## src/rtl/button_debouncer_if.sv

```systemverilog
// Pushbutton debouncer signal bundle: raw button in, debounced level and edge strobes out.
interface button_debouncer_if;
   logic BTN;
   logic PRESS;
   logic PRESS_PULSE;
   logic RELEASE_PULSE;

   modport master (
      output BTN,
      input  PRESS,
      input  PRESS_PULSE,
      input  RELEASE_PULSE
   );

   modport slave (
      input  BTN,
      output PRESS,
      output PRESS_PULSE,
      output RELEASE_PULSE
   );
endinterface

```

## src/rtl/button_debouncer.sv

```systemverilog
// Synchronizes a raw pushbutton and accepts a level change only after it has been
// stable for DEBOUNCE_CYCLES clocks; emits registered level plus press/release strobes.
module button_debouncer #(
   parameter int DEBOUNCE_CYCLES = 1_000_000
) (
   input  logic              CLK,
   input  logic              reset_n,
   button_debouncer_if.slave bus
);

   localparam int CNT_W = $clog2(DEBOUNCE_CYCLES);
   localparam logic [CNT_W-1:0] CNT_MAX = CNT_W'(DEBOUNCE_CYCLES - 1);

   localparam logic [1:0] ST_IDLE      = 2'd0;
   localparam logic [1:0] ST_WAIT_HIGH = 2'd1;
   localparam logic [1:0] ST_HIGH      = 2'd2;
   localparam logic [1:0] ST_WAIT_LOW  = 2'd3;

   logic             sync1_q;
   logic             sync2_q;
   logic [1:0]       state_q;
   logic [1:0]       state_d;
   logic [CNT_W-1:0] count_q;
   logic [CNT_W-1:0] count_d;
   logic             press_q;
   logic             press_d;
   logic             pressPulse_q;
   logic             pressPulse_d;
   logic             releasePulse_q;
   logic             releasePulse_d;

   // Two-flop synchronizer; only sync2_q is trusted downstream.
   always_ff @(posedge CLK or negedge reset_n) begin
      if (!reset_n) begin
         sync1_q <= 1'b0;
         sync2_q <= 1'b0;
      end else begin
         sync1_q <= bus.BTN;
         sync2_q <= sync1_q;
      end
   end

   always_comb begin
      state_d        = state_q;
      count_d        = count_q;
      pressPulse_d   = 1'b0;
      releasePulse_d = 1'b0;
      case (state_q)
         ST_IDLE: begin
            if (sync2_q) begin
               state_d = ST_WAIT_HIGH;
               count_d = '0;
            end
         end
         ST_WAIT_HIGH: begin
            if (!sync2_q) begin
               state_d = ST_IDLE;
               count_d = '0;
            end else if (count_q == CNT_MAX) begin
               state_d      = ST_HIGH;
               count_d      = '0;
               pressPulse_d = 1'b1;
            end else begin
               count_d = count_q + CNT_W'(1);
            end
         end
         ST_HIGH: begin
            if (!sync2_q) begin
               state_d = ST_WAIT_LOW;
               count_d = '0;
            end
         end
         ST_WAIT_LOW: begin
            if (sync2_q) begin
               state_d = ST_HIGH;
               count_d = '0;
            end else if (count_q == CNT_MAX) begin
               state_d        = ST_IDLE;
               count_d        = '0;
               releasePulse_d = 1'b1;
            end else begin
               count_d = count_q + CNT_W'(1);
            end
         end
         default: begin
            state_d = ST_IDLE;
            count_d = '0;
         end
      endcase
      // Registered level follows the state being entered, so PRESS rises with the strobe.
      press_d = (state_d == ST_HIGH) || (state_d == ST_WAIT_LOW);
   end

   always_ff @(posedge CLK or negedge reset_n) begin
      if (!reset_n) begin
         state_q        <= ST_IDLE;
         count_q        <= '0;
         press_q        <= 1'b0;
         pressPulse_q   <= 1'b0;
         releasePulse_q <= 1'b0;
      end else begin
         state_q        <= state_d;
         count_q        <= count_d;
         press_q        <= press_d;
         pressPulse_q   <= pressPulse_d;
         releasePulse_q <= releasePulse_d;
      end
   end

   assign bus.PRESS         = press_q;
   assign bus.PRESS_PULSE   = pressPulse_q;
   assign bus.RELEASE_PULSE = releasePulse_q;

endmodule

```

## src/flat_wrapper.sv

```systemverilog
// flat-port wrapper written by rule: the top's interface ports become plain ports
module button_debouncer_flat 
#(
   parameter int DEBOUNCE_CYCLES = 1_000_000
)
  (CLK, reset_n, bus_BTN, bus_PRESS, bus_PRESS_PULSE, bus_RELEASE_PULSE);
  button_debouncer_if bus_i ();
  input  logic CLK;
  input  logic reset_n;
  input wire logic [$bits(bus_i.BTN)-1:0] bus_BTN;
  output wire logic [$bits(bus_i.PRESS)-1:0] bus_PRESS;
  output wire logic [$bits(bus_i.PRESS_PULSE)-1:0] bus_PRESS_PULSE;
  output wire logic [$bits(bus_i.RELEASE_PULSE)-1:0] bus_RELEASE_PULSE;
  assign bus_i.BTN = bus_BTN;
  assign bus_PRESS = bus_i.PRESS;
  assign bus_PRESS_PULSE = bus_i.PRESS_PULSE;
  assign bus_RELEASE_PULSE = bus_i.RELEASE_PULSE;
  button_debouncer #(.DEBOUNCE_CYCLES(DEBOUNCE_CYCLES)) u_core (.CLK(CLK), .reset_n(reset_n), .bus(bus_i));
endmodule
```

## config.mk

```make
export PLATFORM = sky130hd
export DESIGN_NAME = button_debouncer_flat
export DESIGN_NICKNAME = d
export VERILOG_FILES = /design/src/rtl/button_debouncer_if.sv /design/src/rtl/button_debouncer.sv /design/src/flat_wrapper.sv
export SDC_FILE = /design/constraint.sdc
export NUM_CORES = 1
export LEC_CHECK = 0
export ABC_AREA = 1
export ABC_CLOCK_PERIOD_IN_PS = 2350
export CAP_MARGIN = 20
export CORE_ASPECT_RATIO = 0.5
export CORE_MARGIN = 3
export CORE_UTILIZATION = 55
export DETAILED_ROUTE_END_ITERATION = 8
export GPL_TIMING_DRIVEN = 0
export HOLD_SLACK_MARGIN = 0.12
export PLACE_DENSITY = 0.76
export SYNTH_ARGS = -nofsm -noshare
export SYNTH_HDL_FRONTEND = slang
export SYNTH_SLANG_ARGS = --single-unit
```

## constraint.sdc

```tcl
create_clock -name CLK -period 2.35 [get_ports CLK]
set_input_delay 0.5875 -clock CLK [delete_from_list [all_inputs] [get_ports CLK]]
set_output_delay 0.5875 -clock CLK [all_outputs]
set_load 0.005 [all_outputs]
```

* After elaboration in Yosys (flattened, before gate mapping) *
Index checks and enable logic that the tools add are counted.

word-level totals
  flip-flop bits (word level) = 27
  input port bits = 3
  output and inout bits = 3
  logic and storage cells = 37

operators by class
  add/subtract/negate cells = 1
  equal/unequal tests = 8
  muxes and demuxes = 18
  reductions and logical operators = 3

operator list
  operator                                                number
  2-to-1 mux 20 bit                                       5
  case mux 20 bit (4 select lines)                        1
  adder 20 x 1 -> 20 bit (second input constant)          1
  == test 20 bit (second input constant)                  1
  2-to-1 mux 2 bit                                        6
  == test 2 bit (second input constant)                   4
  case mux 2 bit (4 select lines)                         1
  2-to-1 mux 1 bit                                        5
  == test 2 x 1 -> 1 bit (second input constant)          1
  logical NOT 2 bit                                       1
  inequality test 2 x 1 -> 1 bit (second input constant)  1
  inequality test 2 bit (second input constant)           1
  AND reduction 2 bit                                     1
  logical OR 1 bit                                        1

* Depth between registers and ports, before layout *
  word-level depth = 6
  depth in mapped cells = 9
  depth with buffers taken out = 9

* Worst setup path after synthesis *
Ideal clock, no wire load.

  path type = register -> register
  start point = register u_core.count_q[0]
  end point = register u_core.count_q[11]
  setup time = 0.125 ns
  data arrival time = 1.218 ns
  data required time = 2.225 ns
  path slack = 1.007 ns
  cell stages (with the launch flop) = 8
  buffers on the path = 1
  period minus slack after synthesis = 1.343 ns
  cell sequence = dfrtp_1 -> ha_1 -> nand3_2 -> nor2_1 -> nand3_2 -> nand2_4 -> buf_6 -> o22ai_1

between the ends
  word-level cells in the longest chain between the ends = 4
  elaborated cells between the ends (all ways) = 6
  classes of those cells = 1 x add/sub; 1 x eq/ne; 4 x mux

RTL lines
  item                                                             RTL line                                        RTL
  from (decl)                                                      button_debouncer.sv:23                          logic [CNT_W-1:0] count_q;
  from (signal assigned)                                           button_debouncer.sv:103                         count_q <= count_d;
  adder 20 x 1 -> 20 bit / == test 20 bit (equally long branches)  -
  2-to-1 mux 20 bit *                                              button_debouncer.sv:59, button_debouncer.sv:77
  2-to-1 mux 20 bit (on tied branches)                             button_debouncer.sv:74, button_debouncer.sv:56
  case mux 20 bit (4 select lines) *                               button_debouncer.sv:48                          case (state_q)

Every way passes the cells marked *; elsewhere a longest branch is shown, timed or not.
A chain may end at the register's enable or synchronous reset.

* Worst setup path after layout *
  start point = register u_core.press_q (netlist: u_core.bus.PRESS)
  end point = output bus_PRESS

RTL lines
  item                    RTL line                 RTL
  from (decl)             button_debouncer.sv:25   logic press_q;
  from (signal assigned)  button_debouncer.sv:104  press_q <= press_d;
  to (decl)               flat_wrapper.sv:11       output wire logic [$bits(bus_i.PRESS)-1:0] bus_PRESS;

No word-level cell between the ends.

==> impl_metrics.csv <==
group,metric,value,unit
clocking,cts_tree,"yes",
placed_design,dpl_worst_slack,0.762,ns
placed_design,post_dp_cell_area,0.00166,sq mm
hold_path,min_from,"u_core.sync1_q$_DFF_PN0_",
pwr,p_per_area,468,mW/mm^2
placed_design,gp_congestion,0.904,
floorplanning,boundaryPins,6,
critical_path,crit_end,"bus_PRESS",
synth,synth_seq_area_share,0.435,
global_routing,grtUsageMet1,0.294,
critical_path,crit-reg2reg-launch,"u_core.count_q[0]$_DFFE_PN0P_",
global_routing,top_usage_layer,"met2",
synth,synth_area,0.00155,sq mm
global_routing,grt_pass1_wl,5570,microns
critical_path,crit_arrival,1.12,ns
pwr,pwr-share-comb,0.058,
sta,relSlewSlack,0.542,
critical_path,crit_family,"buffers and inverters",
synth,synth-xor-area-share,0.0564,
synth,ys_seq_elements,27,
global_routing,met2_usage,0.331,
critical_path,path_cells,"clkdlybuf4s50_1",
drt,vias,1268,
floorplanning,fp-row-count,12,
global_routing,grtUsageTotal,0.210,
global_routing,gr-usage-met3,0.0643,
critical_path,path_buf_inv,1,
pwr,power_frac_seq,0.592,
drt,drcViolationCount,0,
critical_path,r2r_slack,0.77,ns
clocking,holdBufCountCts,0,
synth,synth_compound_area_frac,0.0918,
final_layout,drive_gt1_frac,0.149,
synth,yosys.area_share.simple,0.340,
placed_design,hpwl,2530,microns
drt,wire_per_inst,14.2,microns
floorplanning,start_util,0.639,
clocking,cts_resized,0,
sta,skew,0.0108,ns
sta,hold_slack,0.374,ns
sta,period_needed,1.71,ns
synth,syn_area_per_cell,8.09,sq um
critical_path,cp_slowest_cell,"clkdlybuf4s50_1",
synth,yosysWarnings,0,
critical_path,crit_cells,1,
pwr,vdd_drop_max,0.348,mV
synth,syn_inst,192,
drt,firstDrtPassIters,4,
clocking,clk_pin_slew,0.11,ns
pwr,power_switching,0.195,mW
final_layout,final_area,0.00171,sq mm
drt,first_iter_violations,66,
sta,period_share,0.727,
critical_path,cp-startpoint,"u_core.bus.PRESS$_DFF_PN0_",
drt,routed_wl,3360,microns
final_layout,antenna_cells,0,
drt,vias_per_cell,5.35,
critical_path,crit_type,"reg2out",
sta,setup_slack,0.642,ns
synth,synth.area.mux_share,0,
final_layout,syn_to_final_growth,10.1,%
synth,synthAdderAreaFrac,0.00805,
run,cap_violations,0,
pwr,p_int,0.607,mW
synth,synth_nets,196,
clocking,cts_max_level,1,
clocking,numClockSinks,27,
run_status,status,"finished, final reports clean",
floorplanning,die_h,43.6,microns
pwr,power.leakage,0.767,nW
sta,slew_viol_final,0,
critical_path,r2r_end,"u_core.count_q[16]$_DFFE_PN0P_",
clocking,cts.root.buffer_cell,"clkbuf_8",
global_routing,grt-ovfl-total,0,
sta,rsz0062_at_grt,"false",
global_routing,grt_pass1_vias,1191,
sta,max_slew.worst_pin.slew,0.685,ns
critical_path,crit_required,1.76,ns
final_layout,final_nets,207,
clocking,cts_buffers,3,
critical_path,worst_setup_path_end_kind,"primary output",
pwr,switching_share,0.243,
hold_path,hp-class,"reg2reg",
sta,max_freq,586,MHz
synth,synth_cell_types,29,
placed_design,port_buffers,5,
floorplanning,die_w,81.2,microns
critical_path,startpoint_type,"flop",
clocking,clk_latency,0.28,ns
global_routing,grt_max_degree,17,
floorplanning,core_area,0.00243,sq mm
drt,final_antenna_net_count,0,
sta,hold_viol,0,
synth,synth_top_family_by_area,"simple AND/OR/NAND/NOR gates",
floorplanning,fp.dieArea,0.00354,sq mm
clocking,post_cts_buffers,0,
sta,tns,0,ns
global_routing,antenna_found_initial,0,
clocking,cts_buffer_depth,2,
sta,setup_viol,0,
critical_path,crit_fanout,1,
pwr,clkPwrFrac,0.350,
critical_path,worstRegToRegCells,7,
critical_path,cpPeakStageDelay,0.49,ns
-- flip-flops by register name, summed over array words and instances (netlist names) --
register and cells:
u_core.bus.PRESS 1, u_core.count_q 20, u_core.bus.PRESS_PULSE 1, u_core.bus.RELEASE_PULSE 1, u_core.sync1_q 1, u_core.state_q 2
u_core.sync2_q 1
-- kinds of logic (layout without fill, tap and decap cells) --
logic type,Yosys count,after routing
DFF,27,27
buffers and inverters,26,36
and+or+nand+nor,105,105
adders and majority gates,1,1
xor gates and xnor gates,10,10
AOI/OAI and AO/OA,23,23
-- worst min path at each step --
stage                                      end  slack, ns  cells past startpoint
floorplan           u_core.bus.PRESS$_DFF_PN0_       0.29                      0
global placement      u_core.sync2_q$_DFF_PN0_       0.35                      0
detailed placement    u_core.sync2_q$_DFF_PN0_       0.35                      0
CTS                   u_core.sync2_q$_DFF_PN0_       0.37                      0
global route          u_core.sync2_q$_DFF_PN0_       0.39                      0
finish                u_core.sync2_q$_DFF_PN0_       0.37                      0
-- routing by layer --
metal  vias to the layer above  wire length [microns]
li1                        634                      -
met1                       600                   1730
met2                        32                   1460
met3                         2                    163
met4                         0                      6
met5                         -                      0
-- through the flow --
stage | utilization | std cells | power (mW)
2_1_floorplan | - | 192 | 0.507
3_3_place_gp | 0.677 | 232 | 0.526
3_5_place_dp | 0.684 | 233 | 0.531
4_1_cts | 0.704 | 237 | 0.805
5_1_grt | 0.704 | 237 | 0.828
6_report | 0.704 | 237 | 0.802
-- area by class of cell --
| class | instances | area [sq um] |
|---|---|---|
| buffer | 3 | 21.3 |
| timing repair buffer | 6 | 65.1 |
| multi-input combinational | 139 | 771 |
| inverter | 23 | 86.3 |
| sequential | 27 | 676 |
| clock buffer | 3 | 41.3 |
| clock inverter | 1 | 7.51 |
| tap | 35 | 43.8 |
| fill | 201 | 721 |
-- power by group through the flow --
stage	Clock (mW)	Combinational (mW)	Sequential [mW]
2_1_floorplan	0	0.0239	0.483
3_3_place_gp	0	0.0429	0.484
3_5_place_dp	0	0.0469	0.484
4_1_cts	0.283	0.0470	0.475
5_1_grt	0.301	0.0515	0.476
6_report	0.281	0.0463	0.475
-- layout by cell type (no fill, tap or decap), drive strengths merged --
master and count:
nand3b 1, o21ai 11, nor3 2, nand4 4, clkbuf 3, nor2 23, xor2 9, clkdlybuf4s50 5
or2 2, xnor2 1, inv 23, a21oi 3, buf 4, a21boi 1, ha 1, nand3 17
dfrtp 27, clkinvlp 1, o22ai 5, o21bai 3, nand2 56
-- synthesized netlist by cell type (all sizes together) --
library cell / count / area (sq um)
a21boi: 1 / 18.8
a21oi: 3 / 15.0
buf: 3 / 21.3
dfrtp: 27 / 676
ha: 1 / 12.5
inv: 23 / 86.3
nand2: 56 / 228
nand3: 17 / 95.1
nand3b: 1 / 7.51
nand4: 4 / 31.3
nor2: 23 / 136
nor3: 2 / 15.0
o21ai: 11 / 55.1
o21bai: 3 / 22.5
o22ai: 5 / 31.3
or2: 2 / 15.0
xnor2: 1 / 8.76
xor2: 9 / 78.8
Power figures use the tool's default switching activity.
